--- config.mk ---
export PLATFORM = sky130hd
export DESIGN_NAME = spike_event_queue
export DESIGN_NICKNAME = d
export VERILOG_FILES = /design/src/rtl/spike_event_queue_pkg.sv /design/src/rtl/spike_event_queue_fifo.sv /design/src/rtl/spike_event_queue.sv
export SDC_FILE = /design/constraint.sdc
export NUM_CORES = 1
export LEC_CHECK = 0
export ABC_AREA = 1
export CORE_ASPECT_RATIO = 0.9
export CORE_MARGIN = 2
export CORE_UTILIZATION = 30
export DETAILED_ROUTE_END_ITERATION = 8
export MAX_ROUTING_LAYER = met4
export REMOVE_ABC_BUFFERS = 1
export SLEW_MARGIN = 10
export SYNTH_ARGS = -nofsm -noshare
export SYNTH_HDL_FRONTEND = slang
export SYNTH_SLANG_ARGS = --single-unit
--- constraint.sdc ---
create_clock -name clk -period 2.3 [get_ports clk]
set_input_delay 0.46 -clock clk [delete_from_list [all_inputs] [get_ports clk]]
set_output_delay 0.46 -clock clk [all_outputs]
set_load 0.02 [all_outputs]
--- src/rtl/spike_event_queue_pkg.sv ---
// Shared spike-event definitions: field widths and the {id, ts} packing order
// used by the LIF stage, this queue and downstream event consumers.
package spike_event_queue_pkg;

    localparam int NEURON_ID_W_DEF = 4;
    localparam int TS_W_DEF        = 8;
    localparam int DEPTH_DEF       = 8;
    localparam int DROP_CNT_W      = 8;

    // Neuron id sits in the upper bits, timestep tag in the lower bits.
    typedef struct packed {
        logic [NEURON_ID_W_DEF-1:0] id;
        logic [TS_W_DEF-1:0]        ts;
    } spike_evt_t;

    localparam int EVT_W_DEF = $bits(spike_evt_t);

endpackage

--- src/rtl/spike_event_queue_fifo.sv ---
// First-word fall-through synchronous FIFO; a push into a full FIFO is accepted
// only when the head is popped in the same cycle.
module sync_fifo #(
    parameter int WIDTH = 12,
    parameter int DEPTH = 8
) (
    input  logic                       clk,
    input  logic                       rst_n,
    input  logic                       push,
    input  logic [WIDTH-1:0]           wdata,
    input  logic                       ready,
    output logic                       valid,
    output logic [WIDTH-1:0]           rdata,
    output logic [$clog2(DEPTH):0]     count,
    output logic                       push_ok
);

    localparam int PTR_W = $clog2(DEPTH);
    localparam int CNT_W = PTR_W + 1;

    logic [WIDTH-1:0] mem_q [DEPTH];
    logic [PTR_W-1:0] wr_ptr_q, wr_ptr_d;
    logic [PTR_W-1:0] rd_ptr_q, rd_ptr_d;
    logic [CNT_W-1:0] count_q, count_d;
    logic             pop;
    logic             full;

    always_comb begin
        full     = (count_q == CNT_W'(DEPTH));
        pop      = (count_q != '0) && ready;
        push_ok  = push && (!full || pop);
        wr_ptr_d = push_ok ? wr_ptr_q + PTR_W'(1) : wr_ptr_q;
        rd_ptr_d = pop ? rd_ptr_q + PTR_W'(1) : rd_ptr_q;
        count_d  = count_q;
        if (push_ok && !pop) begin
            count_d = count_q + CNT_W'(1);
        end else if (pop && !push_ok) begin
            count_d = count_q - CNT_W'(1);
        end
    end

    always_ff @(posedge clk or negedge rst_n) begin
        if (!rst_n) begin
            wr_ptr_q <= '0;
            rd_ptr_q <= '0;
            count_q  <= '0;
        end else begin
            wr_ptr_q <= wr_ptr_d;
            rd_ptr_q <= rd_ptr_d;
            count_q  <= count_d;
        end
    end

    // Storage is not reset; the count gate below keeps stale words hidden.
    always_ff @(posedge clk) begin
        if (push_ok) begin
            mem_q[wr_ptr_q] <= wdata;
        end
    end

    assign valid = (count_q != '0);
    assign rdata = valid ? mem_q[rd_ptr_q] : '0;
    assign count = count_q;

endmodule

--- src/rtl/spike_event_queue.sv ---
// Timestep-tagged spike event queue: stamps LIF spikes with the current
// timestep, buffers them in a FWFT FIFO and tracks dropped spikes.
module spike_event_queue
    import spike_event_queue_pkg::*;
#(
    parameter int NEURON_ID_W = NEURON_ID_W_DEF,
    parameter int TS_W        = TS_W_DEF,
    parameter int DEPTH       = DEPTH_DEF
) (
    input  logic                     clk,
    input  logic                     rst_n,
    input  logic                     scan_start_en,
    input  logic                     spike_in,
    input  logic [NEURON_ID_W-1:0]   spike_id_in,
    output logic                     evt_valid,
    input  logic                     evt_ready,
    output logic [NEURON_ID_W-1:0]   evt_id,
    output logic [TS_W-1:0]          evt_ts,
    output logic [$clog2(DEPTH):0]   count,
    output logic                     overflow,
    output logic [DROP_CNT_W-1:0]    drop_cnt,
    input  logic                     clr_overflow
);

    localparam int EVT_W = NEURON_ID_W + TS_W;

    logic [TS_W-1:0]       ts_q, ts_d;
    logic                  overflow_q, overflow_d;
    logic [DROP_CNT_W-1:0] drop_cnt_q, drop_cnt_d;
    logic [EVT_W-1:0]      head;
    logic                  push_ok;
    logic                  drop;

    // Tag uses ts before this cycle's increment, so a spike coincident with
    // scan_start_en belongs to the timestep that is closing.
    sync_fifo #(
        .WIDTH (EVT_W),
        .DEPTH (DEPTH)
    ) u_fifo (
        .clk     (clk),
        .rst_n   (rst_n),
        .push    (spike_in),
        .wdata   ({spike_id_in, ts_q}),
        .ready   (evt_ready),
        .valid   (evt_valid),
        .rdata   (head),
        .count   (count),
        .push_ok (push_ok)
    );

    always_comb begin
        drop       = spike_in && !push_ok;
        ts_d       = scan_start_en ? ts_q + TS_W'(1) : ts_q;
        overflow_d = overflow_q;
        drop_cnt_d = drop_cnt_q;
        if (drop) begin
            overflow_d = 1'b1;
            if (clr_overflow) begin
                drop_cnt_d = DROP_CNT_W'(1);
            end else if (drop_cnt_q != '1) begin
                drop_cnt_d = drop_cnt_q + DROP_CNT_W'(1);
            end
        end else if (clr_overflow) begin
            overflow_d = 1'b0;
            drop_cnt_d = '0;
        end
    end

    always_ff @(posedge clk or negedge rst_n) begin
        if (!rst_n) begin
            ts_q       <= '0;
            overflow_q <= 1'b0;
            drop_cnt_q <= '0;
        end else begin
            ts_q       <= ts_d;
            overflow_q <= overflow_d;
            drop_cnt_q <= drop_cnt_d;
        end
    end

    assign evt_id   = head[EVT_W-1:TS_W];
    assign evt_ts   = head[TS_W-1:0];
    assign overflow = overflow_q;
    assign drop_cnt = drop_cnt_q;

endmodule
# After elaboration in Yosys (flattened, before gate mapping)
# Memories as Yosys holds them, arrays and structs flattened.
# Cells that the tools add are included.
[op_classes] addsub=6 eq_ne=2 muxes=11 reduce_logical=14
[op_table] cell="8-bit two-way mux" n=4
[op_table] cell="8-bit by 1-bit adder with 8-bit output (second input constant)" n=2
[op_table] cell="12-bit two-way mux" n=1
[op_table] cell="4-bit two-way mux" n=2
[op_table] cell="8-bit inequality test (second input constant)" n=1
[op_table] cell="3-bit by 1-bit adder with 3-bit output (second input constant)" n=2
[op_table] cell="2-bit nonzero test" n=3
[op_table] cell="1-bit logical AND" n=5
[op_table] cell="4-bit by 1-bit adder with 4-bit output (second input constant)" n=1
[op_table] cell="4-bit equality test (second input constant)" n=1
[op_table] cell="1-bit two-way mux" n=4
[op_table] cell="4-bit nonzero test" n=1
[op_table] cell="4-bit by 1-bit subtractor with 4-bit output (second input constant)" n=1
[op_table] cell="1-bit logical NOT" n=3
[op_table] cell="2-bit AND reduction" n=1
[op_table] cell="1-bit logical OR" n=1
[word_totals] register_bits=27 ramBits=96 inputBits=10 out_inout_bits=26 wordCells=40 n_memories=1
[memory_table] name="u_fifo.mem_q" depth=8 width=12 rd=1 rd_ports_with_merged_regs=0 write_ports=1 line="spike_event_queue_fifo.sv:21" source="logic [WIDTH-1:0] mem_q [DEPTH];"

# Longest topological paths before layout
[logic_depth] ltp_word=8 depth_mapped=14 mapped_depth_nobuf=14

# Cells and area by module
# Synthesis repeated with hierarchy kept, for this count alone.
[unflattened] hier_cells=611 area_unflattened_um2=5731.7
[by_module_without_submodules] mod="sync_fifo" instances=1 cells_each=492 area_each_um2=4792.1 seq_area_each_um2=3133.0
[by_module_without_submodules] mod="spike_event_queue" instances=1 cells_each=119 area_each_um2=939.7 seq_area_each_um2=425.4

# Worst setup path before layout
# Ideal clock, no wire load.
[synth_timing] kind="register to register" startpoint="reg u_fifo.count_q[1], in the netlist u_fifo.count[1]" endpoint="reg u_fifo.count_q[3], in the netlist u_fifo.count[3]" setup_time_ps=117 arrival_time_ps=1919 required_ps=2183 path_slack_ps=265 path_stages_with_launch=14 path_buffers=0 period_less_slack_ps=2035 path_cell_list="dfrtp_1 nor2_2 nand3_1 nand2_1 inv_2 ha_1 inv_1 ha_1 nand2_1 nand2_1 o21ai_0 nand2_1 nand2_1 nand2_1"
[synth_via] elab_chain_len=7 elab_cells_between_ends=15 cone_classes="add/sub (2); eq/ne (1); mux (2); reduce/logical (10)"
[synth_rtl] element="start: declaration" line="spike_event_queue_fifo.sv:24" source="logic [CNT_W-1:0] count_q, count_d;"
[synth_rtl] element="start signal: assignment" line="spike_event_queue_fifo.sv:50" source="count_q <= count_d;"
[synth_rtl] element="4-bit equality test / 4-bit nonzero test (equally long branches)" line="spike_event_queue_fifo.sv:29, spike_event_queue_fifo.sv:30"
[synth_rtl] element="1-bit logical NOT / 1-bit logical AND (equally long branches)" line="spike_event_queue_fifo.sv:31, spike_event_queue_fifo.sv:30"
[synth_rtl] element="1-bit logical OR *" line="spike_event_queue_fifo.sv:31" source="push_ok = push && (!full || pop);"
[synth_rtl] element="1-bit logical AND *" line="spike_event_queue_fifo.sv:31"
[synth_rtl] element="net push_ok" line="spike_event_queue.sv:31" source="logic push_ok;"
[synth_rtl] element="1-bit logical NOT" line="spike_event_queue_fifo.sv:37" source="end else if (pop && !push_ok) begin"
[synth_rtl] element="1-bit logical AND" line="spike_event_queue_fifo.sv:37"
[synth_rtl] element="2-bit nonzero test (no source line)"
# The timed path passes the listed nets; every way through them passes the cells marked *. The select of a mux whose other input is x is not followed.
# A chain may end at the register's enable or synchronous reset.

# Final worst setup path
[layout_timing] startpoint="reg u_fifo.rd_ptr_q[0]" endpoint="out evt_ts[1]"
[layout_via] elab_chain_len=2
[layout_rtl] element="start: declaration" line="spike_event_queue_fifo.sv:23" source="logic [PTR_W-1:0] rd_ptr_q, rd_ptr_d;"
[layout_rtl] element="start signal: assignment" line="spike_event_queue_fifo.sv:49" source="rd_ptr_q <= rd_ptr_d;"
[layout_rtl] element="memory 8 x 12 bit"
[layout_rtl] element="12-bit two-way mux" line="spike_event_queue_fifo.sv:62" source="assign rdata = valid ? mem_q[rd_ptr_q] : '0;"
[layout_rtl] element="end: declaration" line="spike_event_queue.sv:18" source="output logic [TS_W-1:0] evt_ts,"
# No other way between the ends.

==> metrics.csv <==
metric,value,unit
final hold violations,0,
r2r endpoint,u_fifo.count[3]$_DFFE_PN0P_,
fmax,447.4,MHz
CP max-delay cell,dfrtp_2,
period utilization,0.9719,
worst-path cell chain,buf_12 > buf_12 > nor2_1 > nor2_1 > o21ai_1 > nand2_1 > nor2_1 > nor2_1 > clkbuf_2,
top-count cell post-synth,nor2_1,
1st-iter DRT viols,212,
CP most frequent cell,nor2_1,
final wirelength,12350,µm
# nets final,613,
Antenna Nets Post-Route,0,
total CTS buffers,17,
largest cells by area after synthesis,"edfxtp_1 (54%), dfrtp_1 (13%), nor2_1 (9.9%), nand2_1 (6.5%), o21ai_1 (2.7%)",
Chip Height,130.5,µm
HPWL Detailed,8028,µm
Critical Path Source Type,register,
first-pass GRT wire length,19750,µm
hold_buf cts,0,
GRT Residual Overflow,0,
gr usage total,0.1442,
worst vdd ir,0.7166,mV
max_cap viols,0,
PortBufs,35,
"worst slack, placed",-0.2422,ns
drt pass-1 iters,4,
minimum clock period,2.235,ns
# clock sinks,123,
largest net degree at the start of global routing,29,
skew final,0.008920,ns
Mean Syn Cell Area,10.40,µm²
fin util,0.3929,
R2R setup slack,0.16,ns
worst-skew pair later-pin latency,0.41,ns
Synth Instances,513,
Vias/cell,4.504,
Reg2Reg Launch Point,u_fifo.count[1]$_DFFE_PN0P_,
register area,0.003560,mm²
DRC,0,
worst min path class,in2async,
critical-path maximum fanout,13,
H-tree levels,4,
crit path capture type,output port,
FILL cells,1711,
Post-synth EDFFs,96,
CTS tree,built,
share of flip-flops with an asynchronous set or reset,0.2195,
row count,46,
Synth cell types,28,
final-report setup violation count,0,
DR WL/cell,14.56,µm
# IOs,36,
die area,0.01886,mm²
Placer Congestion,0.8460,
multi-input logic area,0.001593,mm²
Initial Util,0.3048,
Layout area overhead,28.88,%
antenna violations before repair,0,
share of the synthesized area in the top cell type,0.5405,
Vias,3819,
FF-to-FF path depth,14,
ys flop type,edfxtp_1,
commonest cells in the netlist,"nor2_1 (141), edfxtp_1 (96), nand2_1 (92)",
WP data required,1.84,ns
# diodes,0,
number of synthesis warnings,0,
Final WS setup,0.06474,ns
Die X-Extent,144.6,µm
CP Class,reg2out,
max-slew violations,0,
RSZ-0062 raised after global routing,yes,
Worst Setup SP,u_fifo.rd_ptr_q[0]$_DFFE_PN0P_,
"Seq/Total Area, Yosys",0.6671,
Rel. slew slack,0.7435,
cell accounting for the most synthesized area,edfxtp_1,
CTS max path bufs,2,
PwrDens,1371,mW/mm²
root buffer cell,clkbuf_16,
CP peak stage delay,0.45,ns
status,"finished, final reports clean",
Leak,2.831,nW
Clock transition at path regs,0.06,ns
Mapped Area,0.005334,mm²
layout cells sized above 1,0.1809,
Critical Path Sink,evt_ts[1],
Worst Tran Pin Value,0.3848,ns
number of global-route vias before repair,3918,
critical path arrival,1.78,ns
Core Box Area,0.01750,mm²
Synth Register Bits,123,
## sequential cells by signal (all words and copies together) (netlist names)
name / cells
u_fifo.mem_q: 96
ts_q: 8
overflow: 1
u_fifo.rd_ptr_q: 3
u_fifo.wr_ptr_q: 3
u_fifo.count: 4
drop_cnt: 8
## layer usage
| metal | vias to the layer above | wire length, µm | track usage |
|---|---|---|---|
| met5 | - | 0 | - |
| met4 | 0 | 172 | 0.04169 |
| met3 | 16 | 739 | 0.03936 |
| met2 | 100 | 5939 | 0.2389 |
| met1 | 1824 | 5499 | 0.1742 |
| li1 | 1879 | - | - |
## layout make-up
type | instances | share of cell area
multi-input cells | 342 | 0.2317
clock buffers | 17 | 0.06189
clock inverters | 15 | 0.02020
flip-flops and latches | 123 | 0.5178
repair buffers | 82 | 0.1088
well taps | 240 | 0.04368
inverters | 29 | 0.01584
## worst min-delay path by stage
stage               cells past startpoint                       to  slack [ns]
detailed placement                      2     overflow$_DFFE_PN0P_        0.48
global placement                        2     overflow$_DFFE_PN0P_        0.47
floorplan                               0  drop_cnt[0]$_DFFE_PN0P_        0.16
CTS                                     2  drop_cnt[0]$_DFFE_PN0P_        0.44
finish                                  2  drop_cnt[0]$_DFFE_PN0P_        0.44
global route                            2  drop_cnt[2]$_DFFE_PN0P_        0.45
## where the power goes
part           internal (mW)  switching [mW]  total (mW)
combinational           1.49            2.17        3.65
clock                   1.50            1.01        2.51
sequential              2.94           0.316        3.26
## kinds of logic after synthesis
| logic type | count (synthesis) | synth area share |
|---|---|---|
| xor+xnor | 13 | 0.02135 |
| buf+inv | 48 | 0.03988 |
| compound gates | 55 | 0.05208 |
| mux | 1 | 0.002111 |
| flops | 123 | 0.6671 |
| simple gates | 265 | 0.1973 |
| fa+ha+maj | 8 | 0.02017 |
## metrics by stage
step                std cells  cell area, µm²  power, mW  hold slack, ns  TNS, ns
finish                    848            6874      9.423          0.4364        0
global route              848            6874      10.06          0.4483  -0.2975
CTS                       845            6813      9.329          0.4447        0
detailed placement        813            6236      6.887          0.4771  -0.5515
global placement          813            6236      6.783          0.4696  -0.1387
floorplan                 494            5230      5.211          0.1644   -2.571
## layout by cell type, fill, tap and decap left out, types with 19 or more instances in the layout
master / instances
edfxtp_1: 96
o21ai_1: 35
clkbuf_16: 19
nor2_1: 131
nand2_1: 92
nand3_1: 22
inv_1: 25
dfrtp_1: 26
clkdlybuf4s50_1: 22
buf_4: 44
## what timing repair did
action,4_1_cts,5_1_grt
buffers inserted,0,1
pin swaps,0,2
gates resized for setup,32,45
gates cloned,0,2
endpoints found under the setup margin,13,13
## worst max-delay path: cells and delay by family (launching register included)
family | cells | cell delay (ns)
DFF | 1 | 0.45
buffers and inverters | 3 | 0.44
and+or+nand+nor | 5 | 0.41
AOI/OAI and AO/OA | 1 | 0.08
Power figures use the tool's default switching activity.
